`config.mk`:
```
export PLATFORM = sky130hd
export DESIGN_NAME = inst_loader
export DESIGN_NICKNAME = d
export VERILOG_FILES = /design/src/rtl/inst_loader.sv
export SDC_FILE = /design/constraint.sdc
export NUM_CORES = 1
export LEC_CHECK = 0
export ABC_AREA = 1
export BUFFER_PORTS_ARGS = -buffer_cell sky130_fd_sc_hd__buf_2
export CAP_MARGIN = 30
export CORE_UTILIZATION = 40
export CTS_CLUSTER_SIZE = 25
export DETAILED_ROUTE_END_ITERATION = 8
export GPL_ROUTABILITY_DRIVEN = 0
export GPL_TIMING_DRIVEN = 0
export PLACE_DENSITY_LB_ADDON = 0.25
export RECOVER_POWER = 50
export SLEW_MARGIN = 10
export SYNTH_ARGS = -nofsm -noshare
export SYNTH_HDL_FRONTEND = slang
export SYNTH_SLANG_ARGS = --single-unit
```
`constraint.sdc`:
```
create_clock -name clk -period 2.7 [get_ports clk]
set_input_delay 0.27 -clock clk [delete_from_list [all_inputs] [get_ports clk]]
set_output_delay 0.27 -clock clk [all_outputs]
set_load 0.02 [all_outputs]
```
`src/rtl/inst_loader.sv`:
```
// inst_loader: gathers NUM_WORDS program words from a valid/ready stream into a flat image, then strobes load_pulse.
// Optional build macro INST_LOADER_CHECKSUM_EN adds a trailing XOR checksum word and an ERROR state.
module inst_loader #(
    parameter int NUM_WORDS    = 16,
    parameter int WORD_W       = 32,
    parameter int PULSE_CYCLES = 2
) (
    input  logic                               clk,
    input  logic                               rst,
    input  logic                               start,
    input  logic                               abort,
    input  logic                               wr_valid,
    input  logic [WORD_W-1:0]                  wr_data,
    output logic                               wr_ready,
    output logic [WORD_W*NUM_WORDS-1:0]        load_mem,
    output logic                               load_pulse,
    output logic [$clog2(NUM_WORDS+2)-1:0]     word_cnt,
    output logic                               busy,
    output logic                               done,
    output logic                               err
);
    localparam int CW = $clog2(NUM_WORDS + 2);
    localparam int PW = $clog2(PULSE_CYCLES + 1);

    localparam logic [2:0] S_IDLE    = 3'd0;
    localparam logic [2:0] S_COLLECT = 3'd1;
    localparam logic [2:0] S_SETTLE  = 3'd2;
    localparam logic [2:0] S_PULSE   = 3'd3;
    localparam logic [2:0] S_DONE    = 3'd4;
`ifdef INST_LOADER_CHECKSUM_EN
    localparam logic [2:0] S_ERROR   = 3'd5;
    localparam logic [CW-1:0] LAST_CNT = CW'(NUM_WORDS);
`else
    localparam logic [CW-1:0] LAST_CNT = CW'(NUM_WORDS - 1);
`endif

    logic [2:0]        state;
    logic [PW-1:0]     pulse_cnt;
    logic              xfer;
`ifdef INST_LOADER_CHECKSUM_EN
    logic [WORD_W-1:0] csum;
`else
    assign err = 1'b0;
`endif

    assign wr_ready = (state == S_COLLECT);
    assign busy     = (state == S_COLLECT) || (state == S_SETTLE) || (state == S_PULSE);
    // abort outranks a word presented in the same cycle
    assign xfer     = wr_valid && wr_ready && !abort;

    always_ff @(posedge clk) begin
        if (rst) begin
            state      <= S_IDLE;
            load_mem   <= '0;
            load_pulse <= 1'b0;
            word_cnt   <= '0;
            pulse_cnt  <= '0;
            done       <= 1'b0;
`ifdef INST_LOADER_CHECKSUM_EN
            err        <= 1'b0;
            csum       <= '0;
`endif
        end else begin
            case (state)
                S_COLLECT: begin
                    if (abort) begin
                        state <= S_IDLE;
                    end else if (xfer) begin
                        // the checksum word (index NUM_WORDS) matches no slot and is never stored
                        for (int i = 0; i < NUM_WORDS; i++) begin
                            if (word_cnt == CW'(i)) load_mem[i*WORD_W +: WORD_W] <= wr_data;
                        end
                        word_cnt <= word_cnt + 1'b1;
`ifdef INST_LOADER_CHECKSUM_EN
                        csum <= csum ^ wr_data;
                        if (word_cnt == LAST_CNT) begin
                            if (wr_data == csum) begin
                                state <= S_SETTLE;
                            end else begin
                                state <= S_ERROR;
                                err   <= 1'b1;
                            end
                        end
`else
                        if (word_cnt == LAST_CNT) state <= S_SETTLE;
`endif
                    end
                end
                S_SETTLE: begin
                    state     <= S_PULSE;
                    pulse_cnt <= '0;
                end
                // first PULSE cycle registers the strobe; it then stays high PULSE_CYCLES cycles
                S_PULSE: begin
                    if (pulse_cnt == PW'(PULSE_CYCLES)) begin
                        state      <= S_DONE;
                        load_pulse <= 1'b0;
                        done       <= 1'b1;
                    end else begin
                        load_pulse <= 1'b1;
                        pulse_cnt  <= pulse_cnt + 1'b1;
                    end
                end
                default: begin
                    if (start) begin
                        state    <= S_COLLECT;
                        word_cnt <= '0;
                        done     <= 1'b0;
`ifdef INST_LOADER_CHECKSUM_EN
                        err      <= 1'b0;
                        csum     <= '0;
`endif
                    end
                end
            endcase
        end
    end
endmodule

```
==> flow_metrics.py, run 1 <==
metrics = {
    "outcome": {
        "status": "completed",
    },
    "drt": {
        "wl_per_cell_um": 21.6,
        "first_pass_iters": 5,
        "first_iter_violations": 1621,
        "drt.antenna.violating_nets": 0,
        "vias_per_cell": 5.25,
        "wirelength_um": 79600,
        "drc": 0,
        "vias": 19400,
    },
    "synth": {
        "synth_top_flop_cell": "dfxtp_1",
        "ys_ff_latch": 524,
        "synth_top_area_cell": "dfxtp_1",
        "ys_types": 23,
        "ys_top_cells_by_area": "dfxtp_1 (55%), nor2_1 (12%), o21ai_0 (7.9%)",
        "ys_top_cells_by_count": "nor2_1 (593), dfxtp_1 (524), o21ai_0 (298), nand2_1 (256), a21oi_1 (234)",
        "syn_inst": 2420,
        "synthesis.nets": 2463,
        "synth.avg_cell_area_um2": 7.82,
        "yosysSeqAreaShare": 0.555,
        "syn_area_um2": 18900,
        "synth_warnings": 0,
        "ys_async_sr_fraction": 0,
        "yosysMostFrequentCell": "nor2_1",
        "synth_edf_count": 0,
        "netlist.area_leader.share": 0.555,
    },
    "final_layout": {
        "fillCellCount": 4821,
        "drive_above_1_share": 0.0715,
        "final_nets": 3081,
        "fin_util": 0.507,
        "syn_to_final_growth_pct": 24.7,
        "regArea_um2": 10500,
        "multi_input_area_um2": 7250,
        "stdcell_count": 3686,
    },
    "cts": {
        "cts_inserted_buffers": 55,
        "cts_buffer_depth": 3,
        "clock_sinks": 524,
        "clkSlewWorstSetupHoldPaths_ns": 0.06,
        "cts_max_level": 2,
        "insertion_delay_ns": 0.62,
        "cts_tree": "built",
        "cts_root_buffer": "clkbuf_16",
        "holdBufCountCts": 0,
        "post_cts_buffers": 0,
    },
    "placed_design": {
        "dp_hpwl_um": 59200,
        "io_buffers": 556,
        "place_inst": 3585,
    },
    "worst_setup_path": {
        "r2r_start": "word_cnt[0]$_SDFFE_PP0P_",
        "reg2reg_depth": 8,
        "criticalPathCategory": "register to register",
        "end_kind": "register",
        "critPathRequiredTime_ns": 3.16,
        "slowest_stage": "nor3_1",
        "path_max_fanout": 10,
        "start_kind": "register",
        "cp-endpoint": "load_mem[340]$_SDFFE_PP0P_",
        "cp-startpoint": "word_cnt[0]$_SDFFE_PP0P_",
        "cp.arrival_ns": 2.87,
        "rrSetupSlack_ns": 0.29,
        "cp_cell_sequence": "inv_1 -> ha_1 -> inv_1 -> nor3_1 -> nand2_1 -> buf_2 -> nand2_1 -> a21oi_1",
        "timing.rr.end": "load_mem[340]$_SDFFE_PP0P_",
        "critPathMaxStageDelay_ns": 0.78,
    },
    "sta": {
        "slew_violations": 0,
        "fin_crit_sh": 0.894,
        "hold-worst-slack_ns": 0.0505,
        "fin_tns_setup_ns": 0,
        "finalHoldViolations": 0,
        "fmaxAchievable_mhz": 414,
        "skew_ns": 0.0252,
        "setup_viol": 0,
        "tightest_slew_ns": 1.03,
        "finalCriticalPeriod_ns": 2.41,
        "rsz0062_at_grt": "false",
        "slew_headroom": 0.310,
    },
    "pwr": {
        "clockPowerShare": 0.429,
        "p_leak_nw": 8.23,
        "p_per_area_nw_per_um2": 724,
        "internal_power_mw": 12.5,
        "p_seq_frac": 0.468,
        "total_power_mw": 17.1,
        "switchingPower_mw": 4.63,
        "p_comb_frac": 0.103,
        "p_sw_frac": 0.271,
        "ir_drop_v": 0.000529,
    },
    "floorplanning": {
        "core_area_um2": 46600,
        "dieWidth_um": 219,
        "rows": 79,
        "die_h_um": 219,
        "start_util": 0.406,
        "die_area_um2": 48200,
        "pin_count": 559,
    },
    "hold_path": {
        "worstHoldPathType": "primary input to register",
    },
    "global_routing": {
        "antenna_found_initial": 1,
        "grt.total_usage": 0.319,
        "grt_max_degree": 15,
        "grt_pass1_wl_um": 114000,
        "grt_pass1_vias": 17900,
        "overflow": 0,
    },
    "flow_run": {
        "maxCapViolCount": 0,
    },
}
-- stage by stage --
step | setup WS, ns | instance area, um^2
6_report | 0.286 | 23600
2_1_floorplan | 0.820 | 18900
3_3_place_gp | 0.0229 | 22500
3_5_place_dp | 0.100 | 22500
5_1_grt | 0.154 | 23600
4_1_cts | 0.111 | 24200
-- area by class of cell --
class / count / share of cell area
Clock buffer: 85 / 0.0695
Buffer: 215 / 0.0447
Inverter: 35 / 0.00557
Clock inverter: 11 / 0.00350
Sequential cell: 524 / 0.445
Timing Repair Buffer: 561 / 0.0925
Antenna cell: 2 / 0.000212
Tap cell: 607 / 0.0322
Multi-Input combinational cell: 1646 / 0.307
-- critical path, delay by kind of cell, from the launching register on --
family | cells | cell delay [ns]
flip-flops | 1 | 0.35
AND/OR/NAND/NOR | 3 | 1.20
buffers and inverters | 3 | 0.50
adder cells (fa/ha/maj) | 1 | 0.15
AO/OA/AOI/OAI | 1 | 0.06
-- cell families after synthesis --
logic type / count (synthesis) / synth area share
other: 1 / 0.000198
DFF: 524 / 0.555
and+or+nand+nor: 1107 / 0.238
adders and majority gates: 6 / 0.00397
buffers and inverters: 250 / 0.0627
AOI/OAI and AO/OA: 532 / 0.141
-- cells in the final DEF, fill, tap and decap left out, drive strengths merged --
master	instances
buf	123
nor2	594
conb	1
dfxtp	524
nand2	261
nand4	2
o21ai	298
nor3	18
ha	6
clkinv	9
diode	2
or2	1
nand3	231
clkinvlp	2
a21oi	234
inv	35
clkbuf	738
-- how the worst min path moves through the flow --
stage,start,depth (start not counted),endpoint,slack [ns]
detailed placement,load_mem[260]$_SDFFE_PP0P_,2,load_mem[260]$_SDFFE_PP0P_,0.45
finish,wr_data[31],3,load_mem[191]$_SDFFE_PP0P_,0.05
CTS,wr_data[25],3,load_mem[57]$_SDFFE_PP0P_,0.02
global placement,load_mem[379]$_SDFFE_PP0P_,2,load_mem[379]$_SDFFE_PP0P_,0.45
global route,wr_data[31],3,load_mem[95]$_SDFFE_PP0P_,0.04
floorplan,wr_data[30],2,load_mem[158]$_SDFFE_PP0P_,0.43
-- sequential cells by signal, summed over array words and instances (netlist names) --
signal / cells
done: 1
load_mem: 512
load_pulse: 1
word_cnt: 5
pulse_cnt: 2
state: 3
-- power by group through the flow --
stage          Combinational [mW]  Clock (mW)  Sequential, mW
2_1_floorplan               0.937           0            8.26
3_3_place_gp                 1.74           0            8.14
3_5_place_dp                 1.76           0            8.15
4_1_cts                      1.77        7.38            7.98
5_1_grt                      1.90        7.73            8.00
6_report                     1.76        7.33            7.99
-- metal layers --
metal  up-vias  track usage  wire [um]
li1       9146            -          -
met3       170       0.0999       8120
met1      9096        0.366      30100
met4         0        0.134       3040
met2       945        0.544      38400
met5         -            0          0
-- repair_timing --
action                                  in CTS  in global routing
resized for setup                            0                  2
endpoints found under the hold margin        0                  0
endpoints found under the setup margin       0                 11
(Power assumes the default switching activity.)
==> run 2, diff against run 1 <==
==> constraint.sdc (replaced) <==
create_clock -name clk -period 2.77 [get_ports clk]
set_input_delay 0.277 -clock clk [delete_from_list [all_inputs] [get_ports clk]]
set_output_delay 0.277 -clock clk [all_outputs]
set_load 0.02 [all_outputs]
==> flow_metrics.py, run 2 (synthesis gave the netlist of run 1 again) <==
metrics = {
    "sta": {
        "hold-worst-slack_ns": 0.0555,
        "rsz0062_at_grt": "false",
        "setup_ws_ns": 0.162,
        "skew_ns": 0.0273,
        "slew_violations": 0,
        "fin_tns_setup_ns": 0,
        "fin_crit_sh": 0.942,
        "setup_viol": 0,
        "finalHoldViolations": 0,
        "slew_headroom": 0.295,
        "fmaxAchievable_mhz": 383,
        "tightest_slew_ns": 1.06,
        "finalCriticalPeriod_ns": 2.61,
    },
    "pwr": {
        "switchingPower_mw": 4.52,
        "clockPowerShare": 0.430,
        "p_per_area_nw_per_um2": 706,
        "ir_drop_v": 0.000513,
        "p_comb_frac": 0.103,
        "internal_power_mw": 12.1,
        "p_sw_frac": 0.271,
        "p_leak_nw": 8.23,
        "p_seq_frac": 0.467,
    },
    "worst_setup_path": {
        "rrSetupSlack_ns": 0.16,
        "path_max_fanout": 10,
        "timing.rr.end": "load_mem[380]$_SDFFE_PP0P_",
        "reg2reg_depth": 7,
        "end_kind": "register",
        "cp.arrival_ns": 3.07,
        "start_kind": "register",
        "criticalPathCategory": "register to register",
        "r2r_start": "word_cnt[1]$_SDFFE_PP0P_",
        "critPathRequiredTime_ns": 3.23,
    },
    "global_routing": {
        "grt_pass1_wl_um": 114000,
        "grt_pass1_vias": 17900,
        "grt.total_usage": 0.319,
        "grt_max_degree": 15,
        "antenna_found_initial": 1,
        "overflow": 0,
    },
    "final_layout": {
        "syn_to_final_growth_pct": 24.7,
        "final_common_cell": "clkbuf_1",
        "final_nets": 3081,
        "drive_above_1_share": 0.0708,
        "layout.cells.most_common_list": "clkbuf_1 (668), nor2_1 (593), dfxtp_1 (524)",
        "largestRegisters": "load_mem x512, word_cnt x5, state x3",
        "fillCellCount": 4823,
        "top_register": "load_mem",
        "fin_util": 0.507,
        "largest_reg_flops": 512,
    },
    "cts": {
        "post_cts_buffers": 0,
        "clock_sinks": 524,
        "cts_buffer_depth": 3,
        "cts_inserted_buffers": 55,
        "insertion_delay_ns": 0.62,
        "cts_max_level": 2,
        "postCtsResizedCells": 0,
        "cts_tree": "built",
        "clkSlewWorstSetupHoldPaths_ns": 0.06,
        "holdBufCountCts": 0,
        "cts_root_buffer": "clkbuf_16",
    },
    "drt": {
        "wl_per_cell_um": 21.6,
        "wirelength_um": 79700,
        "first_pass_iters": 8,
        "vias": 19400,
        "drc": 0,
        "drt.antenna.violating_nets": 0,
        "first_iter_violations": 1573,
        "vias_per_cell": 5.27,
    },
    "flow_run": {
        "maxCapViolCount": 0,
    },
    "hold_path": {
        "hold_path_depth": 3,
        "hp-start": "wr_data[28]",
        "worstHoldPathType": "primary input to register",
        "whs_endpoint": "load_mem[28]$_SDFFE_PP0P_",
    },
    "floorplanning": {
        "dieWidth_um": 219,
        "pin_count": 559,
        "core_area_um2": 46600,
        "rows": 79,
        "die_area_um2": 48200,
        "start_util": 0.406,
        "die_h_um": 219,
    },
    "outcome": {
        "status": "completed",
    },
    "placed_design": {
        "post-place-ws_ns": 0.170,
        "io_buffers": 556,
        "dp_hpwl_um": 59200,
    },
}
[run 2: cell counts in the layout (fill, tap and decap cells not counted)]
No cell type changed its count.
[run 2: final cells by class]
cell class	count	area [um^2]	area share
diodes	2	5.00	0.000212
well taps	607	759	0.0322
multi-input cells	1646	7240	0.307
flip-flops and latches	524	10500	0.445
plain buffers	215	1050	0.0447
clock inverters	11	82.6	0.00350
clock buffers	85	1640	0.0695
repair buffers	561	2180	0.0925
inverters	35	131	0.00557
[run 2: per-stage QoR]
step	area, um^2	std cells	power [mW]
after floorplan	18900	2420	8.97
after global placement	22500	3583	9.63
after detailed placement	22500	3585	9.66
after CTS	24200	3681	16.7
after global routing	23600	3685	17.2
final	23600	3686	16.7
[run 2: worst max path at each step]
stage | start | to | cells after the start
6_report | word_cnt[1]$_SDFFE_PP0P_ | load_mem[380]$_SDFFE_PP0P_ | 7
5_1_grt | word_cnt[1]$_SDFFE_PP0P_ | load_mem[502]$_SDFFE_PP0P_ | 10
4_1_cts | word_cnt[1]$_SDFFE_PP0P_ | load_mem[502]$_SDFFE_PP0P_ | 10
3_5_place_dp | word_cnt[1]$_SDFFE_PP0P_ | load_mem[502]$_SDFFE_PP0P_ | 10
3_3_place_gp | word_cnt[0]$_SDFFE_PP0P_ | load_mem[404]$_SDFFE_PP0P_ | 8
2_1_floorplan | word_cnt[4]$_SDFFE_PP0P_ | load_mem[501]$_SDFFE_PP0P_ | 10
[run 2: worst max-delay path: stages (launching register included)]
cell      delay [ns]
dfxtp_1         0.42
ha_1            0.23
inv_1           0.11
nor3_1          0.82
nand2_1         0.36
clkbuf_1        0.33
nand2_1         0.13
a21oi_1         0.08
[run 2: routing by layer]
layer,GRT usage,vias to the layer above,routed length [um]
met5,0,-,0
met4,0.134,0,3070
met3,0.0999,175,7950
met2,0.544,942,38200
met1,0.366,9172,30400
li1,-,9143,-
[run 2: power groups by stage]
stage	clock, mW	sequential, mW	combinational (mW)
floorplan	0	8.05	0.913
global placement	0	7.94	1.69
detailed placement	0	7.94	1.72
CTS	7.20	7.78	1.72
global route	7.53	7.79	1.85
finish	7.15	7.78	1.72
==> run 3, diff against run 2 <==
--- a/config.mk
+++ b/config.mk
@@ -5,7 +5,7 @@
 export SDC_FILE = /design/constraint.sdc
 export NUM_CORES = 1
 export LEC_CHECK = 0
-export ABC_AREA = 1
+export ABC_AREA = 0
 export BUFFER_PORTS_ARGS = -buffer_cell sky130_fd_sc_hd__buf_2
 export CAP_MARGIN = 30
 export CORE_UTILIZATION = 40
==> flow_metrics.py, run 3 <==
metrics = {
    "outcome": {
        "status": "completed",
    },
    "sta": {
        "tightest_slew_ns": 0.967,
        "fmaxAchievable_mhz": 379,
        "rsz0062_at_grt": "false",
        "slew_violations": 0,
        "finalHoldViolations": 0,
        "fin_tns_setup_ns": 0,
        "slew_headroom": 0.355,
        "setup_viol": 0,
        "fin_crit_sh": 0.953,
        "skew_ns": 0.0150,
        "finalCriticalPeriod_ns": 2.64,
    },
    "final_layout": {
        "largest_reg_flops": 512,
        "fin_util": 0.505,
        "top_register": "load_mem",
        "largestRegisters": "load_mem x512, word_cnt x5, state x3",
        "final_common_cell": "clkbuf_1",
        "fin_area_um2": 25300,
        "layout.cells.most_common_list": "clkbuf_1 (642), dfxtp_1 (524), nand2b_1 (515)",
        "syn_to_final_growth_pct": 24.5,
        "final_nets": 2555,
        "drive_above_1_share": 0.0700,
    },
    "worst_setup_path": {
        "critPathRequiredTime_ns": 3.22,
        "end_kind": "register",
        "cp.arrival_ns": 3.09,
        "path_max_fanout": 10,
        "start_kind": "primary input",
        "criticalPathCategory": "primary input to register",
    },
    "placed_design": {
        "dp_hpwl_um": 52700,
        "io_buffers": 555,
        "place_area_um2": 24000,
    },
    "global_routing": {
        "grt.total_usage": 0.263,
        "grt_max_degree": 14,
        "antenna_found_initial": 2,
        "overflow": 0,
        "grt_pass1_vias": 15900,
        "grt_pass1_wl_um": 101000,
    },
    "floorplanning": {
        "die_area_um2": 51700,
        "pin_count": 559,
        "die_h_um": 227,
        "start_util": 0.405,
        "rows": 82,
        "dieWidth_um": 227,
        "core_area_um2": 50200,
    },
    "drt": {
        "vias": 16000,
        "wl_per_cell_um": 22.0,
        "first_iter_violations": 1019,
        "drt.antenna.violating_nets": 0,
        "first_pass_iters": 5,
        "wirelength_um": 70700,
        "vias_per_cell": 4.97,
        "drc": 0,
    },
    "cts": {
        "cts_max_level": 2,
        "cts_root_buffer": "clkbuf_16",
        "cts_inserted_buffers": 55,
        "cts_tree": "built",
        "clock_sinks": 524,
        "postCtsResizedCells": 0,
        "holdBufCountCts": 32,
        "insertion_delay_ns": 0.60,
        "post_cts_buffers": 0,
        "clkSlewWorstSetupHoldPaths_ns": 0.06,
        "cts_buffer_depth": 3,
    },
    "synth": {
        "synthesis.nets": 1910,
        "yosysSeqAreaShare": 0.516,
        "synth.avg_cell_area_um2": 10.9,
        "syn_inst": 1867,
        "yosysMostFrequentCell": "dfxtp_1",
        "syn_area_um2": 20300,
        "ys_top_cells_by_area": "dfxtp_1 (52%), mux2i_1 (24%), nand2b_1 (16%)",
        "ys_types": 41,
        "synth_edf_count": 0,
        "netlist.area_leader.share": 0.516,
        "ys_async_sr_fraction": 0,
        "synth_top_area_cell": "dfxtp_1",
        "synth_top_flop_cell": "dfxtp_1",
        "synth_warnings": 0,
        "ys_top_cells_by_count": "dfxtp_1 (524), nand2b_1 (515), mux2i_1 (481), clkbuf_1 (109), buf_2 (45)",
        "ys_ff_latch": 524,
    },
    "flow_run": {
        "maxCapViolCount": 0,
    },
    "pwr": {
        "total_power_mw": 15.3,
        "p_per_area_nw_per_um2": 604,
        "p_leak_nw": 11.7,
        "ir_drop_v": 0.000434,
    },
    "hold_path": {
        "worstHoldPathType": "primary input to register",
    },
}
==> run 3: changes by cell type after synthesis, moves of 9 or more <==
cell	before	now
nand3_1	230	40
buf_6	17	7
a21oi_1	234	38
nor2_1	593	5
nand2b_1	0	515
nand2_1	256	6
clkbuf_1	135	109
buf_4	13	4
o21ai_0	298	37
nor3_1	17	2
inv_1	29	7
mux2i_1	0	481
==> run 3: cell families after synthesis <==
logic type / Yosys count / share of synthesized area
other: 1 / 0.000184
buffers and inverters: 174 / 0.0383
AND/OR/NAND/NOR: 596 / 0.183
multiplexers: 482 / 0.237
AO/OA/AOI/OAI: 84 / 0.0220
flip-flops: 524 / 0.516
adder cells (fa/ha/maj): 6 / 0.00369
==> run 3: power by group <==
part | leakage (nW) | internal, mW | switching [mW] | total [mW]
Clock | 0.828 | 4.04 | 2.99 | 7.03
Sequential | 4.22 | 7.55 | 0.00994 | 7.56
Combinational | 6.68 | 0.249 | 0.463 | 0.712
Total | 11.7 | 11.8 | 3.46 | 15.3
==> run 3: layout make-up <==
type / count / area [um^2]
Buffer: 167 / 744
Clock inverter: 7 / 41.3
Sequential cell: 524 / 10500
Inverter: 7 / 26.3
Timing Repair Buffer: 588 / 2460
Tap cell: 672 / 841
Clock buffer: 82 / 1640
Multi-Input combinational cell: 1169 / 9070
Antenna cell: 3 / 7.51
Fill cell: 4847 / 24900
==> run 3: path summary, 6_finish.rpt <==
check / start / end / slack [ns] / depth (start not counted)
hold / removal: start / done$_SDFFE_PP0P_ / 0.05 / 3
setup / recovery: rst / load_mem[448]$_SDFFE_PP0P_ / 0.13 / 6
hold reg to reg: load_mem[424]$_SDFFE_PP0P_ / load_mem[424]$_SDFFE_PP0P_ / 0.47 / 2
setup reg to reg: word_cnt[1]$_SDFFE_PP0P_ / load_mem[312]$_SDFFE_PP0P_ / 0.31 / 6
==> run 3: worst max-delay path, stage by stage <==
cell and delay, ns:
clkbuf_1 0.62, buf_2 0.39, clkbuf_1 0.76, nand2b_1 0.35
clkbuf_1 0.50, mux2i_1 0.16
==> run 3: per-layer routing <==
metal  GRT usage  wire length, um  vias to the layer above
met2       0.437            33100                      566
li1            -                -                     7482
met4      0.0955             2540                        0
met5           0                0                        -
met1       0.324            30000                     7802
met3      0.0725             5110                      135
==> run 3: metrics by stage <==
stage	cells	hold slack, ns	setup slack [ns]
3_3_place_gp	3094	0.456	-0.497
4_1_cts	3216	0.00188	0.155
3_5_place_dp	3095	0.462	-0.484
6_report	3219	0.0527	0.131
5_1_grt	3216	0.0203	0.0751
2_1_floorplan	1867	0.425	0.888
